$ cat src/rtl/ddr3_wr_burst_ctrl.sv
// Write-side DDR3 burst controller: drains fixed-length bursts of 128-bit words from the
// write FIFO into the DDR3 user interface while walking a linear frame-buffer address window.
module ddr3_wr_burst_ctrl #(
    parameter int                BURST_LEN  = 64,
    parameter int                ADDR_W     = 28,
    parameter logic [ADDR_W-1:0] ADDR_BEGIN = '0,
    parameter logic [ADDR_W-1:0] ADDR_END   = 28'd1_228_800
) (
    input  logic              ui_clk,
    input  logic              rst_n,
    input  logic              init_calib_complete,
    input  logic              wr_load,
    input  logic [9:0]        wfifo_rcount,
    input  logic [127:0]      wfifo_dout,
    output logic              wfifo_rden,
    input  logic              app_rdy,
    input  logic              app_wdf_rdy,
    output logic              app_en,
    output logic [2:0]        app_cmd,
    output logic [ADDR_W-1:0] app_addr,
    output logic              app_wdf_wren,
    output logic [127:0]      app_wdf_data,
    output logic              app_wdf_end,
    output logic              wr_burst_done
);

    localparam logic [9:0]        BL   = 10'(BURST_LEN);
    localparam logic [ADDR_W-1:0] STEP = ADDR_W'(8);

    typedef enum logic {
        IDLE  = 1'b0,
        WRITE = 1'b1
    } state_t;

    state_t            r_state;
    state_t            w_next_state;
    logic [9:0]        r_cmd_cnt;
    logic [9:0]        r_data_cnt;
    logic [ADDR_W-1:0] r_wr_addr;
    logic              r_load_s1;
    logic              r_load_s2;
    logic              r_load_s3;
    logic              r_load_pending;
    logic              r_burst_done;

    logic              w_in_write;
    logic              w_cmd_active;
    logic              w_data_active;
    logic              w_cmd_acc;
    logic              w_data_wr;
    logic              w_start;
    logic              w_load_edge;
    logic [9:0]        w_cmd_cnt_nxt;
    logic [9:0]        w_data_cnt_nxt;
    logic [ADDR_W-1:0] w_addr_inc;

    assign w_in_write     = (r_state == WRITE);
    assign w_cmd_active   = w_in_write && (r_cmd_cnt < BL);
    assign w_data_active  = w_in_write && (r_data_cnt < BL);
    assign w_cmd_acc      = w_cmd_active && app_rdy;
    assign w_data_wr      = w_data_active && app_wdf_rdy;
    assign w_cmd_cnt_nxt  = r_cmd_cnt + {9'd0, w_cmd_acc};
    assign w_data_cnt_nxt = r_data_cnt + {9'd0, w_data_wr};
    assign w_load_edge    = r_load_s2 && !r_load_s3;
    assign w_addr_inc     = r_wr_addr + STEP;

    // A pending frame-start must re-base the address before another burst may begin.
    assign w_start = (r_state == IDLE) && init_calib_complete &&
                     (wfifo_rcount >= BL) && !r_load_pending;

    always_ff @(posedge ui_clk or negedge rst_n) begin
        if (!rst_n) begin
            r_state <= IDLE;
        end else begin
            r_state <= w_next_state;
        end
    end

    // Leaving on the post-acceptance counts keeps a full-rate burst at exactly BURST_LEN cycles.
    always_comb begin
        w_next_state  = r_state;
        app_en        = 1'b0;
        app_cmd       = 3'b000;
        app_addr      = r_wr_addr;
        app_wdf_wren  = 1'b0;
        wfifo_rden    = 1'b0;
        app_wdf_end   = 1'b0;
        app_wdf_data  = wfifo_dout;
        wr_burst_done = r_burst_done;
        case (r_state)
            IDLE: begin
                if (w_start) begin
                    w_next_state = WRITE;
                end
            end
            WRITE: begin
                app_en       = w_cmd_active;
                app_wdf_wren = w_data_wr;
                wfifo_rden   = w_data_wr;
                app_wdf_end  = w_data_wr;
                if ((w_cmd_cnt_nxt == BL) && (w_data_cnt_nxt == BL)) begin
                    w_next_state = IDLE;
                end
            end
            default: w_next_state = IDLE;
        endcase
    end

    always_ff @(posedge ui_clk or negedge rst_n) begin
        if (!rst_n) begin
            r_cmd_cnt  <= '0;
            r_data_cnt <= '0;
        end else if (w_start) begin
            r_cmd_cnt  <= '0;
            r_data_cnt <= '0;
        end else begin
            r_cmd_cnt  <= w_cmd_cnt_nxt;
            r_data_cnt <= w_data_cnt_nxt;
        end
    end

    always_ff @(posedge ui_clk or negedge rst_n) begin
        if (!rst_n) begin
            r_wr_addr <= ADDR_BEGIN;
        end else if (w_cmd_acc) begin
            r_wr_addr <= (w_addr_inc == ADDR_END) ? ADDR_BEGIN : w_addr_inc;
        end else if ((r_state == IDLE) && r_load_pending) begin
            r_wr_addr <= ADDR_BEGIN;
        end
    end

    // wr_load crosses from the source domain: two synchronizer stages plus one for edge detect.
    always_ff @(posedge ui_clk or negedge rst_n) begin
        if (!rst_n) begin
            r_load_s1      <= 1'b0;
            r_load_s2      <= 1'b0;
            r_load_s3      <= 1'b0;
            r_load_pending <= 1'b0;
        end else begin
            r_load_s1 <= wr_load;
            r_load_s2 <= r_load_s1;
            r_load_s3 <= r_load_s2;
            if (w_load_edge) begin
                r_load_pending <= 1'b1;
            end else if (r_state == IDLE) begin
                r_load_pending <= 1'b0;
            end
        end
    end

    always_ff @(posedge ui_clk or negedge rst_n) begin
        if (!rst_n) begin
            r_burst_done <= 1'b0;
        end else begin
            r_burst_done <= w_in_write && (w_next_state == IDLE);
        end
    end

endmodule

$ cat config.mk
export PLATFORM = sky130hd
export DESIGN_NAME = ddr3_wr_burst_ctrl
export DESIGN_NICKNAME = d
export VERILOG_FILES = /design/src/rtl/ddr3_wr_burst_ctrl.sv
export SDC_FILE = /design/constraint.sdc
export NUM_CORES = 1
export LEC_CHECK = 0
export ABC_AREA = 1
export BUFFER_PORTS_ARGS = -buffer_cell sky130_fd_sc_hd__clkbuf_2
export CAP_MARGIN = 20
export CORE_AREA = 2 2 120 122
export DETAILED_ROUTE_END_ITERATION = 10
export DIE_AREA = 0 0 122 124
export SLEW_MARGIN = 0
export SYNTH_ARGS = -nofsm -noshare
export SYNTH_HDL_FRONTEND = slang
export SYNTH_SLANG_ARGS = --single-unit
$ cat constraint.sdc
create_clock -name ui_clk -period 3.3 [get_ports ui_clk]
set_clock_uncertainty 0.15 [all_clocks]
set_input_delay 0.66 -clock ui_clk [delete_from_list [all_inputs] [get_ports ui_clk]]
set_output_delay 0.66 -clock ui_clk [all_outputs]
set_load 0.05 [all_outputs]
==> results by group, run 1 <==
Outcome
  • Status: complete, no violations

Logic synthesis
  • Synth top area share: 0.309
  • Mean Syn Cell Area: 7.20 um^2
  • Top_reg_cell synth: dfrtp_1
  • Yosys reg bits: 51
  • Top cells by area, synth: dfrtp_1 31%, buf_4 25%, nand2_1 12%, nor2_1 5.5%, inv_1 5.2%
  • Post-synth EDFFs: 0
  • Async set-reset flop share out of synthesis: 1.00
  • Total number of yosys warnings: 0
  • Yosys cell types: 32
  • Register area share after synthesis: 0.309
  • Leading area contributor after synthesis: dfrtp_1
  • Cell Area, Synth: 0.00413 mm^2
  • Post-Syn Instances: around 570

Pwr
  • Pwr Density: 665 mW/mm^2
  • Max IR drop VDD: around 0.26 mV
  • P_leak: roughly 1.8 nW

Drt
  • WL final: just under 9000 um
  • Via density: 4.37
  • DRC violation total after the first TritonRoute iteration: 199
  • ANT nets after route: 0
  • Vias: around 2900
  • Remaining DRCs: 0
  • Routed WL per cell: 13.0 um
  • Initial DRT Pass Iterations: 4

Min path
  • HP Class: in2async

Floorplanning
  • Initial cell density of the core: 0.301
  • Die Ht: 124 um
  • Die ar.: around 0.015 mm^2
  • Boundary Pins: 308
  • FP Rows: 43
  • Core footprint: around 0.014 mm^2
  • Die W: 122 um

Cells and area
  • P&R area growth vs syn: -9.96%
  • Final core utilization: 0.271
  • Final net count: 636
  • Most frequent cells in the layout: 134 x nand2_1, 61 x nor2_1, 57 x inv_1, 51 x dfrtp_1, 39 x clkbuf_2
  • # diodes: 0
  • Leading cell type in the layout, fill and taps excluded: nand2_1
  • Layout cells sized above 1: 0.162

Timing
  • Post-route setup TNS: 0 ns
  • Final period util: 0.834
  • Final Max Tran Viols: 0
  • Worst slew pin tran: between 0.5 and 0.6 ns
  • Finish-stage setup viols: 0
  • Final Hold Viols: 0
  • Tmin final: 2.75 ns
  • Hold_ws: about 0.19 ns
  • RSZ-0062 raised after global routing: no
  • Max Fclk: 0.363 GHz
  • Relative slew slack: 0.612

Clocking
  • Cts bufs inserted: 5
  • Max clock buf depth: 2
  • Hold-fix buffers, CTS: 0
  • Clk pin slew, worst setup/hold paths: about 0.080 ns
  • Post-cts resize count: 0
  • Skew-Pair Late Insertion Delay: 0.30 ns
  • CTS H-tree lvls: 2
  • TritonCTS clock tree: done
  • Sink Count: 51
  • Postcts setup bufs: 0
  • Root Buffer: clkbuf_16

GRT
  • Antenna violations before repair: 0
  • Gr ovfl total: 0
  • First-pass GRT wire length: 13700 um
  • Largest net degree at the start of global routing: 23
  • Total track usage: 0.116
  • Vias in the first global route: 2842

Worst setup path
  • Crit end category: register
  • Startpoint class of the critical path: register
  • CP arrival: 2.79 ns
  • CP Class: reg2reg
  • CP max FO: 14
  • Worst Path Required: 3.33 ns

Place
  • Buffers on Ports: 39
  • GPL Wtd Cong: 0.886
  • Dpl hpwl: 6730 um

Run
  • Max-cap violation count: 0
sequential cells by signal, summed over array words and instances (netlist names):
name / cells
r_state: 1
r_load_s3: 1
app_addr: 25
wr_burst_done: 1
r_load_pending: 1
r_load_s1: 1
r_data_cnt: 10
r_cmd_cnt: 10
r_load_s2: 1
routing by layer:
metal	share of wire	vias up	routed length (um)	track usage
met2	0.46	109	4030	0.198
met5	0	-	0	0
li1	-	1462	-	-
met4	0.045	0	387	0.0639
met3	0.089	45	768	0.0357
met1	0.40	1304	3490	0.131
where the power goes:
part,switching (mW),internal (mW)
logic,0.681,0.246
registers,0.164,0.766
clock network,0.256,0.363
total,1.10,1.38
critical path, stage by stage (launching register included):
cell and delay [ns]:
dfrtp_1 0.41, inv_1 0.08, nand2_1 0.09, nor4_4 0.21, nand2_2 0.25, inv_2 0.11
ha_1 0.17, ha_1 0.19, nand3_1 0.12, nor2_1 0.15, nand2_1 0.08, xor2_1 0.16
nor2_1 0.10, nand3_1 0.08, nor2_1 0.13, nand2_1 0.07, nand2_1 0.06, nand2_1 0.04
synthesized netlist by cell type (2+ instances only):
cell        n
nor2_2      4
nand4_1     8
buf_2       2
a21oi_1     7
inv_2       5
nand3_1    29
nand2_1   134
nand2_2    10
ha_1        5
o21ai_0    12
nor3_1      5
xor2_1     10
o21bai_1    2
nor2_1     61
o21ai_1     7
o22ai_1     7
dfrtp_1    51
clkbuf_1    2
buf_4     137
xnor2_1     4
inv_1      57
nor2_4      5
cells by family (layout without fill, tap and decap cells):
logic type / count (synthesis) / count (layout) / synth area share
compound gates: 37 / 37 / 0.0521
xor+xnor: 14 / 14 / 0.0297
fa+ha+maj: 5 / 5 / 0.0151
buf+inv: 204 / 113 / 0.310
flops: 51 / 51 / 0.309
other cells: 1 / 6 / 0.000907
simple gates: 262 / 262 / 0.283
final timing paths:
path,cells past startpoint,slack [ns],from,to
max in group asynchronous,2,2.16,rst_n,r_cmd_cnt[5]$_DFF_PN0_
min in group ui_clk,0,0.20,r_load_s1$_DFF_PN0_,r_load_s2$_DFF_PN0_
min,1,0.19,rst_n,app_addr[26]$_DFFE_PN0P_
max,17,0.55,r_cmd_cnt[7]$_DFF_PN0_,r_state$_DFF_PN0_
max reg2reg,17,0.55,r_cmd_cnt[7]$_DFF_PN0_,r_state$_DFF_PN0_
min reg2reg,0,0.20,r_load_s1$_DFF_PN0_,r_load_s2$_DFF_PN0_
metrics by stage:
step / cells / total power [mW] / area [um^2] / worst slack [ns]
after floorplan: 579 / 2.07 / 4150 / 0.190
after global placement: 660 / 1.87 / 3550 / 0.561
after detailed placement: 660 / 1.88 / 3550 / 0.508
after CTS: 668 / 2.50 / 3720 / 0.481
after global routing: 668 / 2.65 / 3720 / 0.224
final: 668 / 2.48 / 3720 / 0.548
final cells by class:
class                   count  area [um^2]
clock buffers               5          125
repair buffers             42          218
well taps                 180          225
clock inverters             3         47.5
fillers                  1516        10000
flip-flops and latches     51         1280
multi-input cells         324         1590
inverters                  63          236
Power figures use the tool's default switching activity.
==> inputs of run 2 (changes only) <==
--- a/config.mk
+++ b/config.mk
@@ -8,9 +8,10 @@
 export ABC_AREA = 1
 export BUFFER_PORTS_ARGS = -buffer_cell sky130_fd_sc_hd__clkbuf_2
 export CAP_MARGIN = 20
-export CORE_AREA = 2 2 120 122
+export CORE_AREA = 2 2 119 121
 export DETAILED_ROUTE_END_ITERATION = 10
-export DIE_AREA = 0 0 122 124
+export DIE_AREA = 0 0 121 123
+export PLACE_DENSITY = 0.66
 export SLEW_MARGIN = 0
 export SYNTH_ARGS = -nofsm -noshare
 export SYNTH_HDL_FRONTEND = slang
==> constraint.sdc (replaced) <==
create_clock -name ui_clk -period 2.41 [get_ports ui_clk]
set_clock_uncertainty 0.15 [all_clocks]
set_input_delay 0.482 -clock ui_clk [delete_from_list [all_inputs] [get_ports ui_clk]]
set_output_delay 0.482 -clock ui_clk [all_outputs]
set_load 0.05 [all_outputs]
==> run 2 against run 1 <==
Compared with the run above: the run now ends with negative hold slack, negative setup slack left; via count increased by 4.9%; sequential power grew 39%; cell area up 5.5%; first-iteration DRC count increased by 9.0%; clock power up 17%; critical path depth is the same; sequential share of layout area down 1.8 points; critical path type unchanged; largest cell class unchanged; highest routed layer unchanged.
==> results by group, run 2 (synthesized netlist as in run 1, its figures left out) <==
Outcome
  • Status: finished, violations left
  • Failing checks: negative hold slack, negative setup slack

Cells and area
  • Leading cell type in the layout, fill and taps excluded: nand2_1
  • Most frequent cells in the layout: 132 x nand2_1, 56 x inv_1, 56 x nor2_1, 51 x dfrtp_1, 39 x clkbuf_2
  • Max FFs per register: 25
  • Number of fill cells in the layout: ~1500
  • Final instance area: 0.00393 mm^2
  • Final core utilization: 0.289
  • Layout cells sized above 1: 0.223
  • # diodes: 0
  • Final net count: 655
  • Non-Filler Instances: 686
  • P&R area growth vs syn: -4.99%

Worst setup path
  • Crit path to: r_state$_DFF_PN0_
  • R2r setup slk: -0.02 ns
  • Crit end category: register
  • Worst r2r src: r_cmd_cnt[7]$_DFF_PN0_
  • Startpoint class of the critical path: register
  • Reg-to-Reg End: r_state$_DFF_PN0_
  • Worst Path Required: around 2.4 ns
  • CP Class: reg2reg
  • CP Launch Point: r_cmd_cnt[7]$_DFF_PN0_
  • CP arrival: 2.45 ns
  • CP max FO: 2
  • FF-to-FF path depth: 17

Timing
  • Max Fclk: roughly 0.4 GHz
  • Final Hold Viols: 16
  • Final Max Tran Viols: 0
  • Fin worst setup slack: -0.0169 ns
  • Finish-stage setup viols: 1
  • Tmin final: 2.43 ns
  • Hold_ws: -0.0125 ns
  • Final period util: 1.01
  • RSZ-0062 raised after global routing: yes

Drt
  • Remaining DRCs: 0
  • Vias: 3063
  • DRC violation total after the first TritonRoute iteration: about 220
  • Initial DRT Pass Iterations: 4
  • WL final: 9040 um
  • Met3 routed WL: 795 um
  • WL met1: 3770 um
  • Via density: 4.47
  • Uppermost layer routed: met4
  • ANT nets after route: 0
  • Routed WL per cell: 13.2 um
  • Met2 WL: slightly above 4000 um

GRT
  • Total track usage: 0.125
  • First-pass GRT wire length: roughly 15000 um
  • Gr ovfl total: 0
  • Antenna violations before repair: 0
  • Vias in the first global route: ~3000
  • Largest net degree at the start of global routing: 23

Floorplanning
  • Boundary Pins: 308
  • Die Ht: 123 um
  • Initial cell density of the core: 0.304
  • FP Rows: 43
  • Die ar.: 0.0149 mm^2
  • Die W: 121 um
  • Core footprint: 0.0136 mm^2

Clocking
  • Cts bufs inserted: 5
  • Max clock buf depth: 2
  • CTS H-tree lvls: 2
  • Clk pin slew, worst setup/hold paths: about 0.060 ns
  • Skew-Pair Late Insertion Delay: 0.29 ns
  • Sink Count: 51
  • Hold-fix buffers, CTS: 0
  • Root Buffer: clkbuf_16
  • TritonCTS clock tree: done

Place
  • # placed instances: 677
  • Placed instance area: 0.00372 mm^2
  • Buffers on Ports: 39
  • Dpl hpwl: about 6900 um
  • GPL Wtd Cong: 0.896

Min path
  • HP Class: in2async

Run
  • Max-cap violation count: 0

Pwr
  • Pwr Density: between 800 and 900 mW/mm^2
  • P_leak: 1.91 nW
  • Max IR drop VDD: 0.395 mV
## run 2: what timing repair did
action | CTS | global route
resized for setup | 2 | 10
gates cloned | 0 | 0
buffers inserted | 1 | 1
endpoints found under the setup margin | 1 | 2
pin swaps | 2 | 10
## run 2: worst max-delay path, stage by stage, from the launching register on
cell	delay (ns)
dfrtp_1	0.38
inv_2	0.07
nand2_2	0.06
nor4_4	0.31
nand2_2	0.09
inv_2	0.08
ha_4	0.15
ha_4	0.15
nand3_4	0.07
nor2_2	0.11
nand2_1	0.07
xor2_1	0.16
nor2_2	0.09
nand3_1	0.08
nor2_2	0.13
nand2_1	0.06
nand2_1	0.05
nand2_1	0.04
## run 2: where the power goes
group | switching, mW | total, mW | internal, mW
logic | 0.976 | 1.38 | 0.402
registers | 0.241 | 1.29 | 1.05
clock network | 0.316 | 0.722 | 0.406
total | 1.53 | 3.39 | 1.86
## run 2: layout make-up
class	count	area, um^2	area share
multi-input combinational	324	1690	0.429
sequential	51	1280	0.325
timing repair buffer	61	360	0.0917
inverter	63	236	0.0602
tap	180	225	0.0573
clock buffer	6	139	0.0354
clock inverter	1	5.00	0.00127
## run 2: routing by layer
metal,global-route usage,vias to the layer above
met5,0,-
met4,0.0574,0
met3,0.0480,47
met2,0.202,124
met1,0.146,1391
li1,-,1501
## run 2: worst min-delay path by stage
stage,cells past startpoint,slack (ns),start,end
final,1,-0.01,rst_n,app_addr[10]$_DFFE_PN0P_
after global routing,1,0.03,rst_n,app_addr[15]$_DFFE_PN0P_
after CTS,1,0.006,rst_n,app_addr[15]$_DFFE_PN0P_
after detailed placement,0,0.18,r_load_s1$_DFF_PN0_,r_load_s2$_DFF_PN0_
after global placement,0,0.18,r_load_s1$_DFF_PN0_,r_load_s2$_DFF_PN0_
after floorplan,0,0.04,rst_n,app_addr[10]$_DFFE_PN0P_
## run 2: per-stage QoR
step | power [mW] | TNS (ns) | setup WS, ns
after CTS | 3.40 | 0 | 0.00535
final | 3.39 | -0.0169 | -0.0169
after global placement | 2.63 | -0.146 | -0.104
after global routing | 3.63 | -0.307 | -0.177
after detailed placement | 2.66 | -0.186 | -0.121
after floorplan | 2.87 | -2.72 | -0.624
